<file path="config.mk">
export PLATFORM = sky130hd
export DESIGN_NAME = fetch_unit
export DESIGN_NICKNAME = d
export VERILOG_FILES = /design/src/rtl/fetch_pkg.sv /design/src/rtl/fetch_fifo.sv /design/src/rtl/fetch_unit.sv
export SDC_FILE = /design/constraint.sdc
export NUM_CORES = 1
export LEC_CHECK = 0
export CAP_MARGIN = 20
export CORE_UTILIZATION = 35
export DETAILED_ROUTE_END_ITERATION = 6
export SYNTH_ARGS = -nofsm -noshare
export SYNTH_HDL_FRONTEND = slang
export SYNTH_SLANG_ARGS = --single-unit
</file>
<file path="constraint.sdc">
create_clock -name clk -period 4.4 [get_ports clk]
set_input_delay 1.32 -clock clk [delete_from_list [all_inputs] [get_ports clk]]
set_output_delay 1.32 -clock clk [all_outputs]
set_load 0.01 [all_outputs]
</file>
<file path="src/rtl/fetch_pkg.sv">
// Shared types and constants for the instruction-fetch front end.
package fetch_pkg;

  typedef struct packed {
    logic [31:0] pc;
    logic [31:0] instr;
  } fetch_entry_t;

  localparam logic [31:0] PC_INC = 32'd4;

  // Fetch always proceeds at a word-aligned address.
  function automatic logic [31:0] align_pc(input logic [31:0] addr);
    return {addr[31:2], 2'b00};
  endfunction

endpackage

</file>
<file path="src/rtl/fetch_fifo.sv">
// Small FIFO holding fetched {pc, instr} pairs; flush empties it in one cycle.
module fetch_fifo
  import fetch_pkg::*;
#(
  parameter int DEPTH = 2
) (
  input  logic         clk,
  input  logic         rst_n,
  input  logic         enq,
  input  logic         deq,
  input  logic         flush,
  input  fetch_entry_t wr_data,
  output fetch_entry_t rd_data,
  output logic         full,
  output logic         empty
);

  localparam int PTR_W = (DEPTH > 1) ? $clog2(DEPTH) : 1;
  localparam int CNT_W = $clog2(DEPTH + 1);

  fetch_entry_t     mem_q [DEPTH];
  fetch_entry_t     mem_d [DEPTH];
  logic [PTR_W-1:0] wr_ptr_q, wr_ptr_d;
  logic [PTR_W-1:0] rd_ptr_q, rd_ptr_d;
  logic [CNT_W-1:0] cnt_q, cnt_d;

  always_comb begin
    mem_d    = mem_q;
    wr_ptr_d = wr_ptr_q;
    rd_ptr_d = rd_ptr_q;
    cnt_d    = cnt_q;
    if (flush) begin
      wr_ptr_d = '0;
      rd_ptr_d = '0;
      cnt_d    = '0;
    end else begin
      if (enq) begin
        mem_d[wr_ptr_q] = wr_data;
        wr_ptr_d        = wr_ptr_q + PTR_W'(1);
      end
      if (deq) begin
        rd_ptr_d = rd_ptr_q + PTR_W'(1);
      end
      // Simultaneous enq and deq leave the occupancy unchanged.
      case ({enq, deq})
        2'b10:   cnt_d = cnt_q + CNT_W'(1);
        2'b01:   cnt_d = cnt_q - CNT_W'(1);
        default: cnt_d = cnt_q;
      endcase
    end
  end

  always_ff @(posedge clk or negedge rst_n) begin
    if (!rst_n) begin
      for (int i = 0; i < DEPTH; i++) begin
        mem_q[i] <= '0;
      end
      wr_ptr_q <= '0;
      rd_ptr_q <= '0;
      cnt_q    <= '0;
    end else begin
      mem_q    <= mem_d;
      wr_ptr_q <= wr_ptr_d;
      rd_ptr_q <= rd_ptr_d;
      cnt_q    <= cnt_d;
    end
  end

  assign rd_data = mem_q[rd_ptr_q];
  assign full    = (cnt_q == CNT_W'(DEPTH));
  assign empty   = (cnt_q == '0);

endmodule

</file>
<file path="src/rtl/fetch_unit.sv">
// Instruction-fetch front end: PC register, fetch/redirect arbitration,
// misaligned-target flag, and the fetch FIFO feeding decode.
module fetch_unit
  import fetch_pkg::*;
#(
  parameter logic [31:0] RESET_PC = 32'h0000_0000,
  parameter int          DEPTH    = 2
) (
  input  logic        clk,
  input  logic        rst_n,
  output logic [31:0] Instr_Addr,
  input  logic [31:0] Instr_rdata,
  input  logic        redirect_valid,
  input  logic [31:0] redirect_target,
  output logic        out_valid,
  input  logic        out_ready,
  output logic [31:0] out_instr,
  output logic [31:0] out_pc,
  output logic        misalign_err
);

  logic [31:0]  pc_q, pc_d;
  logic         misalign_q, misalign_d;
  logic         enq, deq, full, empty;
  fetch_entry_t wr_entry, rd_entry;

  assign deq = out_valid & out_ready;
  // A full FIFO that is draining this cycle still has room for the new word.
  assign enq = !redirect_valid & (!full | deq);

  always_comb begin
    pc_d       = pc_q;
    misalign_d = misalign_q | (redirect_valid & (redirect_target[1:0] != 2'b00));
    if (redirect_valid) begin
      pc_d = align_pc(redirect_target);
    end else if (enq) begin
      pc_d = pc_q + PC_INC;
    end
  end

  always_ff @(posedge clk or negedge rst_n) begin
    if (!rst_n) begin
      pc_q       <= RESET_PC;
      misalign_q <= 1'b0;
    end else begin
      pc_q       <= pc_d;
      misalign_q <= misalign_d;
    end
  end

  assign wr_entry.pc    = pc_q;
  assign wr_entry.instr = Instr_rdata;

  fetch_fifo #(
    .DEPTH(DEPTH)
  ) u_fifo (
    .clk    (clk),
    .rst_n  (rst_n),
    .enq    (enq),
    .deq    (deq),
    .flush  (redirect_valid),
    .wr_data(wr_entry),
    .rd_data(rd_entry),
    .full   (full),
    .empty  (empty)
  );

  assign Instr_Addr   = pc_q;
  assign out_valid    = !empty;
  assign out_instr    = rd_entry.instr;
  assign out_pc       = rd_entry.pc;
  assign misalign_err = misalign_q;

endmodule

</file>
# Yosys cells after proc, flatten, opt, wreduce, memory -nomap -nowiden
# Cells that the tools add are included.
[op_classes]
n_addsub = 5
order_cmp = 3
bitwise = 8
n_eq_ne = 3
n_reduce_logical = 10
mux = 14
[op_table]
columns = ["op", "n"]
rows = [
  ["64-bit two-way mux", 4],
  ["128-bit bitwise mux", 1],
  ["64-bit demux with 1-bit select", 1],
  ["32-bit two-way mux", 2],
  ["32-bit by 3-bit adder with 32-bit output, second input constant", 1],
  ["2-bit nonzero test", 3],
  ["2-bit equality test, second input constant", 2],
  ["2-bit greater-or-equal comparator, second input constant", 2],
  ["1-bit two-way mux", 4],
  ["1-bit inverter with 2-bit output", 2],
  ["2-bit case mux with 2 select lines", 1],
  ["1-bit AND", 3],
  ["1-bit zero test", 3],
  ["3-bit nonzero test", 1],
  ["1-bit adder, second input constant", 2],
  ["2-bit by 1-bit adder with 2-bit output, second input constant", 1],
  ["2-bit by 1-bit equality test with 1-bit output, second input constant", 1],
  ["2-bit zero test", 1],
  ["2-bit by 1-bit less-than comparator with 1-bit output, second input constant", 1],
  ["2-bit two-way mux", 1],
  ["1-bit bitwise OR", 2],
  ["2-bit AND reduction", 1],
  ["2-bit by 1-bit subtractor with 2-bit output, second input constant", 1],
  ["1-bit logical AND", 1],
  ["1-bit inverter", 1],
]
[word_totals]
word_cells = 52
input_bits = 68
regBits = 165
out_inout_bits = 98

# Depth between registers and ports, before layout
# Gate-level depths: netlist (run 1).
[depth]
word_depth = 8
mapped_depth = 7
depth_no_buf = 5

# Cells and area by module
# A second synthesis (run 1) with hierarchy kept.
[unflattened]
hier_cells = 592
hier_area_um2 = 8013.9
[modules_own_cells]
columns = ["mod", "area_each_um2", "cells_each", "seq_area_each_um2", "instances"]
rows = [
  ["fetch_fifo", 6043.3, 361, 3303.2, 1],
  ["fetch_unit", 1970.6, 231, 775.7, 1],
]

# Worst setup path before layout (run 1)
# Ideal clock, no wire load.
[synth_path]
path_type = "input to register"
startpoint = "input out_ready"
endpoint = "register u_fifo.mem_q[0] (netlist name)"
slack_ps = 1712
arrival_time_ps = 2563
setup_ps = 125
required_ps = 4275
stages = 6
n_path_buf = 3
cell_sequence = "or3b_1 -> buf_6 -> and3_4 -> buf_8 -> buf_12 -> mux2_4"
[synth_via]
elab_chain_len = 4
[synth_rtl]
columns = ["item", "line_no", "rtl"]
rows = [
  ["start: declaration", "fetch_unit.sv:16", "input logic out_ready,"],
  ["1-bit AND", "fetch_unit.sv:27", "assign deq = out_valid & out_ready;"],
  ["1-bit bitwise OR", "fetch_unit.sv:29", "assign enq = !redirect_valid & (!full | deq);"],
  ["1-bit AND", "fetch_unit.sv:29", ""],
  ["2-bit AND reduction (no source line)", "--", ""],
  ["end signal: assignment", "fetch_fifo.sv:62", "mem_q <= mem_d;"],
  ["end: declaration", "fetch_fifo.sv:21", "fetch_entry_t mem_q [DEPTH];"],
]
# Every way passes these cells.
# A chain may end at the register's enable or synchronous reset.

# Worst setup path after layout (run 1)
[layout_path]
startpoint = "register u_fifo.rd_ptr_q"
endpoint = "output out_pc[28]"
[layout_via]
elab_chain_len = 4
[layout_rtl]
columns = ["item", "line_no", "rtl"]
rows = [
  ["start: declaration", "fetch_fifo.sv:24", "logic [PTR_W-1:0] rd_ptr_q, rd_ptr_d;"],
  ["start signal: assignment", "fetch_fifo.sv:64", "rd_ptr_q <= rd_ptr_d;"],
  ["1-bit inverter with 2-bit output (implied by the code)", "fetch_fifo.sv:69", "assign rd_data = mem_q[rd_ptr_q];"],
  ["64-bit two-way mux (implied by the code) (3 in a row)", "fetch_fifo.sv:69", ""],
  ["end: declaration", "fetch_unit.sv:18", "output logic [31:0] out_pc,"],
]
# Every way passes these cells. The select of a mux whose other input is x is not followed.

==> PnR_summary.wiki, run 1 <==
{| class="wikitable"
! Metric !! Value
|-
| Post-detailed-route count of antenna-violating nets || 0
|-
| Number of hold violations in the final report || 0
|-
| Max-slew violation total from the final report || 0
|-
| Worst slew pin tran || 664 ps
|-
| Synth unique cells || 45
|-
| Setup CP Type || reg -> out
|-
| YS warnings || 0
|-
| Register area || 3980 sq um
|-
| Time the worst path needs with I/O delays and setup || 3730 ps
|-
| I/O pin count || 166
|-
| Post-Syn Instances || 548
|-
| First-iteration detailed-routing DRC count || just over 200
|-
| Initial antenna violation count || 0
|-
| Clock tree from TritonCTS || done
|-
| Clk sinks || 159
|-
| DR WL/cell || about 18 um
|-
| Routed via count || between 4000 and 5000
|-
| Postcts setup bufs || 0
|-
| Chip width || 149 um
|-
| Number of buffers created by CTS || 17
|-
| Final clock skew || 13.7 ps
|-
| Placer's final routability congestion estimate || ~0.74
|-
| Data arrival time of the critical path || 2410 ps
|-
| Average instance area after synthesis || between 10 and 15 sq um
|-
| Buffer depth of the longest clock path || 2
|-
| Core occupancy in the finished layout || 47.5%
|-
| Antenna diode instance count || 0
|-
| Sequential fraction of design power || 40.6%
|-
| Net Switching || 0.00135 W
|-
| Hold-fix buffers at CTS || 0
|-
| Maxcap violations || 0
|-
| Register area share after synthesis || 52.3%
|-
| Final non-filler cell total || 995
|-
| Max transition margin || 55.8%
|-
| PD cells || just under 500 nW/um^2
|-
| Max VDD drop || 220 uV
|-
| Count of filler cells inserted in the layout || approximately 1900
|-
| DPL Wire Length || 11900 um
|-
| Total routing resource utilization after global routing || 16.7%
|-
| Setup repair after global routing missed its margin || false
|-
| Clock insertion delay at the later pin of the skew report || 430 ps
|-
| Residual DRC count || 0
|-
| Placed Instances || 963
|-
| Number of search-and-repair iterations in the first detailed-routing pass || 4
|-
| Core footprint || between 20000 and 25000 sq um
|-
| Setup TNS || 0 ps
|-
| Port Buffer Count || 161
|-
| Worst hold-check path type || reg -> reg
|-
| Via count of the first global-routing pass || between 5000 and 6000
|-
| Outcome || completed
|-
| Clock tree root buffer cell || clkbuf_16
|-
| Fmax || between 0.2 and 0.3 GHz
|-
| Worst setup margin || 670 ps
|-
| Fraction of final layout cells sized beyond drive strength 1 || 33.6%
|-
| Total internal power || 0.00361 W
|-
| Nature of the critical path endpoint || primary output
|-
| Growth of design area from synthesis to finish || 32.1%
|-
| Quantity of gates resized following cts || 0
|-
| Critical Path RT || 3080 ps
|-
| Period Utilization, post-route || 84.8%
|-
| Top cells by area in the synthesized netlist || dfrtp_1 52%, mux2_2 19%, mux2_4 12%
|-
| Multi-input gate area || 3360 sq um
|-
| Portion of total power attributed to the clock network || 31.5%
|-
| Overflow after GRT || 0
|-
| Total wire length || 17900 um
|-
| Number of H-tree levels || 4
|-
| Crit-path max FO || between 40 and 50
|-
| Number of nets in the layout || 776
|-
| First-pass GRT wire length || about 29000 um
|-
| Die ar. || 22300 sq um
|-
| Pleak || 4.14 nW
|-
| Vias per cell || 4.81
|-
| Top cell type by total area after synthesis || dfrtp_1
|-
| Number of failing setup endpoints in the final timing report || 0
|-
| Effective utilization at floorplan || 36.0%
|-
| Share of the synthesized area in the top cell type || 52.3%
|-
| Pre-CTS WS || 727 ps
|-
| CP startpoint kind || flip-flop
|-
| Switching Share || 27.3%
|-
| Combinational share of power || 28.0%
|-
| Netlist area before placement || 7610 sq um
|-
| Worst hold slack after final layout || 478 ps
|-
| Largest net degree at the start of global routing || 72
|-
| Number of placement rows || 53
|-
| Post-CTS clock slew at the launch and capture registers of the worst setup and hold paths || approximately 70 ps
|-
| Height of the die || 149 um
|-
| Synthesis-stage register bit count || about 160
|}
## logic make-up after synthesis
group / after synthesis / share of synthesized area [%]
other: 1 / 0.0493
AO/OA/AOI/OAI: 32 / 2.12
XOR/XNOR: 31 / 3.57
multiplexers: 188 / 30.8
buffers and inverters: 36 / 3.72
adder cells (fa/ha/maj): 1 / 0.164
flip-flops: 159 / 52.3
AND/OR/NAND/NOR: 100 / 7.29
## per-layer routing
metal / up-vias / part of all wire, % / GRT usage [%]
met4: 0 / 0.85 / 4.90
met1: 2391 / 47 / 22.9
li1: 2259 / - / -
met3: 10 / 4.8 / 3.78
met5: - / 0 / 0
met2: 124 / 47 / 26.5
## cell type report
class / count / share of cell area [%]
Sequential cell: 159 / 39.6
Timing Repair Buffer: 171 / 17.2
Inverter: 2 / 0.0747
Clock buffer: 18 / 4.37
Clock inverter: 14 / 1.79
Tap cell: 275 / 3.43
Multi-Input combinational cell: 356 / 33.5
## power groups by stage
stage / registers (W) / logic (W) / clock network (W)
CTS: 0.00201 / 0.00141 / 0.00161
finish: 0.00201 / 0.00139 / 0.00156
detailed placement: 0.00203 / 0.00140 / 0
global placement: 0.00202 / 0.00138 / 0
global route: 0.00206 / 0.00149 / 0.00167
floorplan: 0.00196 / 0.000821 / 0
## synthesized netlist by cell type (all sizes together)
master   count
a21oi        1
a31oi        1
and2         2
and3         5
and4         4
buf         23
clkbuf      11
conb         1
dfrtp      159
ha           1
inv          2
mux2       187
mux2i        1
nand2       35
nand2b       2
nand3       14
nand4       13
nand4bb      1
nor2         8
nor2b        1
nor3         4
nor3b        1
nor4         6
o21ai       30
or2          1
or3          2
or3b         1
xnor2       12
xor2        19
## flip-flops by register name (all words and copies together), names as in the netlist
name and count:
u_fifo.mem_q 124, u_fifo.cnt_q 2, Instr_Addr 30, u_fifo.wr_ptr_q 1
misalign_err 1, u_fifo.rd_ptr_q 1
## worst max-delay path, cell delays in order (launching register included)
cell             delay, ps
dfrtp_2                720
buf_12                 340
mux2_2                 370
clkdlybuf4s50_1        520
## through the flow
step | total power, W | area [sq um]
detailed placement | 0.00344 | 9430
global route | 0.00522 | 10000
floorplan | 0.00278 | 7620
CTS | 0.00503 | 10000
finish | 0.00496 | 10000
global placement | 0.00340 | 9430
## final timing paths
kind	from	end	slack (ps)	cells after the start
max	u_fifo.rd_ptr_q	out_pc[28]	670	3
min	misalign_err	misalign_err	480	1
max reg2reg	u_fifo.cnt_q[1]	u_fifo.mem_q[62]	2180	4
min reg2reg	misalign_err	misalign_err	480	1
max in group asynchronous	rst_n	u_fifo.mem_q[80]	2700	2
min in group asynchronous	rst_n	u_fifo.mem_q[71]	850	1
## cell usage in the layout (no fill, tap or decap), types with 2 or more instances in the layout
| cell type | instances |
|---|---|
| inv_6 | 6 |
| and4_1 | 2 |
| nor3_1 | 3 |
| xnor2_1 | 12 |
| nand2b_1 | 2 |
| dfrtp_1 | 158 |
| o21ai_0 | 29 |
| mux2_4 | 60 |
| and3_1 | 3 |
| conb_1 | 4 |
| buf_12 | 4 |
| nor4_1 | 5 |
| bufinv_16 | 3 |
| clkinv_4 | 2 |
| clkbuf_16 | 17 |
| nand4_1 | 12 |
| clkinvlp_4 | 2 |
| buf_4 | 6 |
| clkdlybuf4s50_1 | 159 |
| inv_1 | 2 |
| nand2_1 | 35 |
| nand3_1 | 14 |
| and2_1 | 2 |
| mux2_2 | 127 |
| nor2_1 | 7 |
| xor2_1 | 19 |
Power figures use the tool's default switching activity.
==> run 2, diff against run 1 <==
==> constraint.sdc (replaced) <==
create_clock -name clk -period 3.1 [get_ports clk]
set_input_delay 0.93 -clock clk [delete_from_list [all_inputs] [get_ports clk]]
set_output_delay 0.93 -clock clk [all_outputs]
set_load 0.01 [all_outputs]
==> run 2 against run 1 <==
Compared with the run above: cell area rose by 0.49%; via count rose by 0.65%; non-clock buffer count rose by 4; utilization rose by 0.23 points; clock skew barely moved; first-iteration DRC count fell by 23%; combinational power rose by 44%; critical path depth did not move; clock-buffer cell count did not move; wire length fell by 0.77%; clock power rose by 35%; critical path type unchanged; largest cell class unchanged; highest routed layer unchanged.
==> PnR_summary.wiki, run 2 (same netlist as run 1, synthesis figures left out) <==
{| class="wikitable"
! Metric !! Value
|-
| Outcome || completed
|-
| Height of the die || 149 um (unchanged)
|-
| Growth of design area from synthesis to finish || 32.7%
|-
| Fmax || 0.345 GHz
|-
| Largest register FFs || 124 (unchanged)
|-
| Setup repair after global routing missed its margin || false
|-
| Data arrival time of the critical path || 1970 ps (-440 ps)
|-
| Max VDD drop || 362 uV (+64%)
|-
| Effective utilization at floorplan || 36.0% (unchanged)
|-
| Quantity of gates resized following cts || 0 (unchanged)
|-
| Clock tree root buffer cell || clkbuf_16
|-
| DR WL/cell || 17.8 um (-1.2%)
|-
| Maxcap violations || 0 (unchanged)
|-
| Max transition margin || 62.9% (+7.2 points)
|-
| Antenna diode instance count || 0 (unchanged)
|-
| Total wire length || 17800 um (-0.77%)
|-
| Final clock skew || 13.3 ps (-0.417 ps)
|-
| Overflow after GRT || 0 (unchanged)
|-
| Port Buffer Count || 161 (unchanged)
|-
| Number of H-tree levels || 4 (unchanged)
|-
| Worst slew pin tran || 556 ps (-107 ps)
|-
| Postcts setup bufs || 0 (unchanged)
|-
| Chip width || 149 um (unchanged)
|-
| Final non-filler cell total || 999 (+0.40%)
|-
| PD cells || 687 nW/um^2 (+39%)
|-
| Total routing resource utilization after global routing || 16.8% (about the same)
|-
| Vias per cell || 4.82 (+0.24%)
|-
| First-pass GRT wire length || 28800 um (+0.99%)
|-
| Placed Instances || 967 (+0.42%)
|-
| Worst hold-check path type || in -> async
|-
| Clk sinks || 159 (unchanged)
|-
| Setup TNS || 0 ps (unchanged)
|-
| Number of placement rows || 53 (unchanged)
|-
| CP startpoint kind || flip-flop
|-
| Largest net degree at the start of global routing || 56 (-22%)
|-
| Core footprint || 21200 sq um (unchanged)
|-
| Post-CTS clock slew at the launch and capture registers of the worst setup and hold paths || 60 ps (about the same)
|-
| Buffer depth of the longest clock path || 2 (unchanged)
|-
| First-iteration detailed-routing DRC count || 157 (-23%)
|-
| Max-slew violation total from the final report || 0 (unchanged)
|-
| Time the worst path needs with I/O delays and setup || 2900 ps
|-
| Top library cells by usage in the layout, fill and taps aside || 159 x clkdlybuf4s50_1, 158 x dfrtp_1, 127 x mux2_2, 60 x mux2_4, 35 x nand2_1
|-
| Most common cell after layout, fill and taps aside || clkdlybuf4s50_1
|-
| Die ar. || 22300 sq um (unchanged)
|-
| Residual DRC count || 0 (unchanged)
|-
| Placer's final routability congestion estimate || 0.759 (+2.0%)
|-
| Core occupancy in the finished layout || 47.7% (+0.23 points)
|-
| Pleak || 4.16 nW (+0.53%)
|-
| Fraction of final layout cells sized beyond drive strength 1 || 33.8% (+0.23 points)
|-
| Highest cell delay on the worst timing path || 520 ps (-200 ps)
|-
| Via count of the first global-routing pass || 5253 (+1.7%)
|-
| Number of nets in the layout || 780 (+0.52%)
|-
| Worst-path cell chain || buf_12 -> mux2_2 -> clkdlybuf4s50_1
|-
| Worst hold slack after final layout || 462 ps (-15.8 ps)
|-
| Post-detailed-route count of antenna-violating nets || 0 (unchanged)
|-
| Hold-fix buffers at CTS || 0 (unchanged)
|-
| Nature of the critical path endpoint || primary output
|-
| Routed via count || 4815 (+0.65%)
|-
| DPL Wire Length || 12200 um (+2.4%)
|-
| Number of failing setup endpoints in the final timing report || 0 (unchanged)
|-
| Clock tree from TritonCTS || done
|-
| Crit-path max FO || 36 (-20%)
|-
| Period Utilization, post-route || 93.5%
|-
| Number of search-and-repair iterations in the first detailed-routing pass || 4 (unchanged)
|-
| Initial antenna violation count || 0 (unchanged)
|-
| Register containing the most flip-flops in the final layout || u_fifo.mem_q
|-
| Number of hold violations in the final report || 0 (unchanged)
|-
| Setup CP Type || reg -> out
|-
| Clock insertion delay at the later pin of the skew report || 430 ps (about the same)
|-
| I/O pin count || 166 (unchanged)
|-
| Number of buffers created by CTS || 17 (unchanged)
|-
| Slowest cell on the critical path || clkdlybuf4s50_1
|-
| Critical Path RT || 2170 ps (-910 ps)
|}
[run 2: cell types whose count changed in the layout (fill, tap and decap cells not counted)]
cell	change
inv_6	-3
inv_8	+1
bufinv_16	-1
clkbuf_1	+1
clkinvlp_4	-1
clkinv_2	+1
buf_12	+4
clkinv_4	+3
clkbuf_8	-1
[run 2: layout make-up]
cell class / count / area (sq um)
clock buffer: 18 / 429
clock inverter: 14 / 159
fill: 1852 / 11100
inverter: 2 / 7.51
multi-input combinational: 356 / 3360
sequential: 159 / 3980
tap: 275 / 344
timing repair buffer: 175 / 1810
[run 2: worst paths after layout]
| path | start | endpoint | slack, ps | cells past startpoint |
|---|---|---|---|---|
| worst min-delay path | rst_n | u_fifo.mem_q[7] | 460 | 1 |
| min in group clk | misalign_err | misalign_err | 490 | 1 |
| worst max register to register | Instr_Addr[5] | Instr_Addr[31] | 1110 | 5 |
| worst min register to register | misalign_err | misalign_err | 490 | 1 |
| worst max-delay path | u_fifo.rd_ptr_q | out_pc[30] | 200 | 3 |
| max in group asynchronous | rst_n | u_fifo.mem_q[84] | 1950 | 2 |
[run 2: per-stage QoR]
step / setup slack, ps / cell area [sq um] / power [W]
detailed placement: 211 / 9510 / 0.00489
global placement: 248 / 9510 / 0.00484
floorplan: 802 / 7620 / 0.00395
finish: 200 / 10100 / 0.00694
CTS: 154 / 10100 / 0.00704
global route: 112 / 10100 / 0.00730
[run 2: worst max-delay path: cells and delay by family (launching register included)]
kind	cells	cell delay, ps
buffers and inverters	2	760
muxes	1	360
DFF	1	410
[run 2: report_power, final]
group,internal [W],leakage [nW],total (W),switching [W]
Combinational,0.00130,1.97,0.00200,0.000697
Clock,0.00120,0.287,0.00210,0.000893
Sequential,0.00254,1.90,0.00285,0.000310
Total,0.00504,4.16,0.00694,0.00190
[run 2: routing by layer]
metal  global-route usage, %  wire length [um]  share of wire [%]  vias up
met1                    22.1              8180                 46     2408
li1                        -                 -                  -     2268
met2                    27.0              8420                 47      128
met3                    4.21               980                5.5       11
met5                       0                 0                  0        -
met4                    5.26               180                1.0        0
==> run 3, diff against run 2 <==
--- a/config.mk
+++ b/config.mk
@@ -8,6 +8,9 @@
 export CAP_MARGIN = 20
 export CORE_UTILIZATION = 35
 export DETAILED_ROUTE_END_ITERATION = 6
+export HOLD_SLACK_MARGIN = 0.15
 export SYNTH_ARGS = -nofsm -noshare
 export SYNTH_HDL_FRONTEND = slang
+export SYNTH_HIERARCHICAL = 1
 export SYNTH_SLANG_ARGS = --single-unit
+export TNS_END_PERCENT = 20
==> run 3 against run 2 <==
Compared with the run above: synthesized cell count increased by 8.0%; clock power about the same; die area increased by 5.3%; via count increased by 13%; utilization increased by 0.15 points; cell area increased by 5.1%; hold slack got worse by 1.1 ps; sequential power increased by 24%; combinational power increased by 97%; largest power group is now combinational cells.
==> PnR_summary.wiki, run 3 <==
{| class="wikitable"
! Metric !! Value
|-
| Outcome || completed
|-
| Post-detailed-route count of antenna-violating nets || 0 (unchanged)
|-
| Placer's final routability congestion estimate || 0.812 (+7.0%)
|-
| Number of buffers created by CTS || 17 (unchanged)
|-
| Overflow after GRT || 0 (unchanged)
|-
| Clock tree from TritonCTS || done
|-
| Critical Path RT || 2170 ps (about the same)
|-
| Period Utilization, post-route || 97.4% (+3.9 points)
|-
| Most instantiated flip-flop cell in the synthesis netlist || dfrtp_1
|-
| Worst-case reg-to-reg path depth || 4 (-1)
|-
| Data arrival time of the critical path || 2090 ps (+120 ps)
|-
| Slowest cell on the critical path || clkdlybuf4s50_1
|-
| DR WL/cell || 18.4 um (+3.6%)
|-
| Share of the synthesized area in the top cell type || 50.9% (-1.4 points)
|-
| Setup slack, reg-to-reg || 810 ps (-300 ps)
|-
| CP top delay family || buffers and inverters
|-
| Via count of the first global-routing pass || 5787 (+10%)
|-
| Commonest cells post-synth || 163 x dfrtp_1, 132 x mux2_2, 60 x mux2_4
|-
| Routed via count || 5456 (+13%)
|-
| Clk sinks || 163 (+2.5%)
|-
| Height of the die || 153 um (+2.6%)
|-
| Largest net degree at the start of global routing || 66 (+18%)
|-
| Pleak || 4.36 nW (+4.7%)
|-
| Pre-CTS WS || 141 ps (-69.9 ps)
|-
| Total routing resource utilization after global routing || 17.2% (+0.45 points)
|-
| Antenna diode instance count || 0 (unchanged)
|-
| Async set-or-reset flop fraction in the synthesized netlist || 100% (unchanged)
|-
| Synth unique cells || 52 (+16%)
|-
| First-pass GRT wire length || 31600 um (+9.6%)
|-
| DPL Wire Length || 13500 um (+11%)
|-
| Stages on worst setup path || 3 (unchanged)
|-
| Average instance area after synthesis || 13.5 sq um (-2.5%)
|-
| Port Buffer Count || 163 (+1.2%)
|-
| Number of hold violations in the final report || 0 (unchanged)
|-
| Setup CP Type || reg -> out
|-
| Number of failing setup endpoints in the final timing report || 0 (unchanged)
|-
| Netlist area before placement || 8010 sq um (+5.4%)
|-
| I/O pin count || 166 (unchanged)
|-
| Chip width || 153 um (+2.6%)
|-
| Number of search-and-repair iterations in the first detailed-routing pass || 4 (unchanged)
|-
| Launch instance of the worst register-to-register path || Instr_Addr[12]
|-
| Total wire length || 19500 um (+10%)
|-
| Count of filler cells inserted in the layout || 1980 (+6.9%)
|-
| Top cells by area in the synthesized netlist || dfrtp_1 51%, mux2_2 19%, mux2_4 11%
|-
| Synthesis-stage register bit count || 163 (+2.5%)
|-
| Highest cell delay on the worst timing path || 530 ps (about the same)
|-
| Register area share after synthesis || 50.9% (-1.4 points)
|-
| Setup TNS || 0 ps (unchanged)
|-
| Growth of design area from synthesis to finish || 32.4%
|-
| Core footprint || 22200 sq um (+4.8%)
|-
| Max transition margin || 54.3% (-8.6 points)
|-
| CP Buf/Inv Count || 2 (unchanged)
|-
| Number of nets in the layout || 837 (+7.3%)
|-
| Worst hold-check path type || in -> async
|-
| Clock insertion delay at the later pin of the skew report || 430 ps (about the same)
|-
| Number of placement rows || 54 (+1.9%)
|-
| Post-Syn Instances || 592 (+8.0%)
|-
| Final clock skew || 12.1 ps (-1.24 ps)
|-
| Max VDD drop || 344 uV (-4.8%)
|-
| Register area || 4080 sq um (+2.5%)
|-
| Residual DRC count || 0 (unchanged)
|-
| Buffer depth of the longest clock path || 2 (unchanged)
|-
| Final non-filler cell total || 1061 (+6.2%)
|-
| Fmax || 0.331 GHz (-4.0%)
|-
| Top cell type by total area after synthesis || dfrtp_1
|-
| Worst setup margin || 80.0 ps (-120 ps)
|-
| Count of flip-flops with a built-in enable after synthesis || 0 (unchanged)
|-
| Worst-path cell chain || buf_16 -> mux2_2 -> clkdlybuf4s50_1
|-
| Die ar. || 23500 sq um (+5.3%)
|-
| YS warnings || 6 (+6)
|-
| First-iteration detailed-routing DRC count || 277 (+76%)
|-
| Max-slew violation total from the final report || 0 (unchanged)
|-
| Maxcap violations || 0 (unchanged)
|-
| Initial antenna violation count || 0 (unchanged)
|-
| Top library cells by usage in the layout, fill and taps aside || 162 x dfrtp_1, 162 x clkdlybuf4s50_1, 132 x mux2_2, 60 x mux2_4, 27 x nand2_1
|-
| Worst slew pin tran || 685 ps (+129 ps)
|-
| Placed Instances || 1029 (+6.4%)
|-
| Register containing the most flip-flops in the final layout || u_fifo/mem_q
|-
| Fraction of final layout cells sized beyond drive strength 1 || 32.8% (-1.1 points)
|-
| CP startpoint kind || flip-flop
|-
| Time the worst path needs with I/O delays and setup || 3020 ps (+120 ps)
|-
| Number of H-tree levels || 4 (unchanged)
|-
| Post-CTS clock slew at the launch and capture registers of the worst setup and hold paths || 70 ps (about the same)
|-
| Multi-input gate area || 3620 sq um (+7.8%)
|-
| Setup repair after global routing missed its margin || false
|-
| End of the worst register-to-register path || Instr_Addr[28]
|-
| Effective utilization at floorplan || 36.2% (+0.21 points)
|-
| Largest register FFs || 128 (+3.2%)
|-
| Dominant cell by count in the synthesized netlist || dfrtp_1
|-
| PD cells || 901 nW/um^2 (+31%)
|-
| Clock tree root buffer cell || clkbuf_16
|-
| Crit-path max FO || 65 (+81%)
|-
| Vias per cell || 5.14 (+6.7%)
|-
| Nature of the critical path endpoint || primary output
|}
run 3: changes by cell type in the layout (fill, tap and decap cells not counted), sizes merged, moves of 8 or more:
| cell | delta |
|---|---|
| xor2 | -16 |
| nor2 | +15 |
| or4 | +15 |
| o21ai | -14 |
| a31oi | +12 |
| o31ai | +11 |
| buf | +9 |
| nand2 | -8 |
run 3: cell type report:
type | count | share of cell area, %
inverters | 7 | 0.248
multi-input cells | 392 | 34.2
clock inverters | 14 | 1.44
well taps | 280 | 3.30
flip-flops and latches | 163 | 38.5
clock buffers | 18 | 4.05
repair buffers | 187 | 18.3
run 3: logic make-up after synthesis:
logic type                 count (synthesis)  share of synthesized area [%]
AOI/OAI and AO/OA                         65                           5.53
xor gates and xnor gates                  12                           1.31
adders and majority gates                  1                          0.156
buffers and inverters                     42                           4.18
DFF                                      163                           50.9
muxes                                    193                           29.9
other                                      1                         0.0468
and+or+nand+nor                          115                           7.96
run 3: metrics by stage:
| step | instance area [sq um] | total power (W) | utilization [%] | hold WS, ps |
|---|---|---|---|---|
| detailed placement | 10000 | 0.00750 | 45.2 | 452 |
| floorplan | 8030 | 0.00569 | - | 474 |
| global route | 10600 | 0.0101 | 47.9 | 486 |
| global placement | 10000 | 0.00738 | 45.2 | 451 |
| CTS | 10600 | 0.00966 | 47.8 | 464 |
| finish | 10600 | 0.00956 | 47.9 | 461 |
run 3: worst max-delay path by stage:
stage,endpoint,startpoint
4_1_cts,out_pc[14],u_fifo/rd_ptr_q
2_1_floorplan,u_fifo/mem_q[100],redirect_valid
5_1_grt,out_pc[15],u_fifo/rd_ptr_q
3_3_place_gp,Instr_Addr[26],out_ready
6_report,out_pc[14],u_fifo/rd_ptr_q
3_5_place_dp,Instr_Addr[25],out_ready
run 3: timing repair:
action | in CTS | in global routing
resized for setup | 0 | 1
hold buffers | 0 | 0
setup buffers | 0 | 0
setup endpoints to repair | 0 | 3
run 3: report_power, final:
part | switching, W | leakage [nW] | internal [W]
logic | 0.00141 | 2.16 | 0.00253
clock network | 0.000905 | 0.274 | 0.00120
registers | 0.000540 | 1.92 | 0.00298
total | 0.00286 | 4.36 | 0.00671
run 3: routing by layer:
| metal | part of all wire (%) | track usage, % |
|---|---|---|
| met4 | 1.3 | 5.34 |
| met3 | 5.1 | 3.80 |
| met5 | 0 | 0 |
| met2 | 47 | 27.5 |
| met1 | 47 | 23.2 |
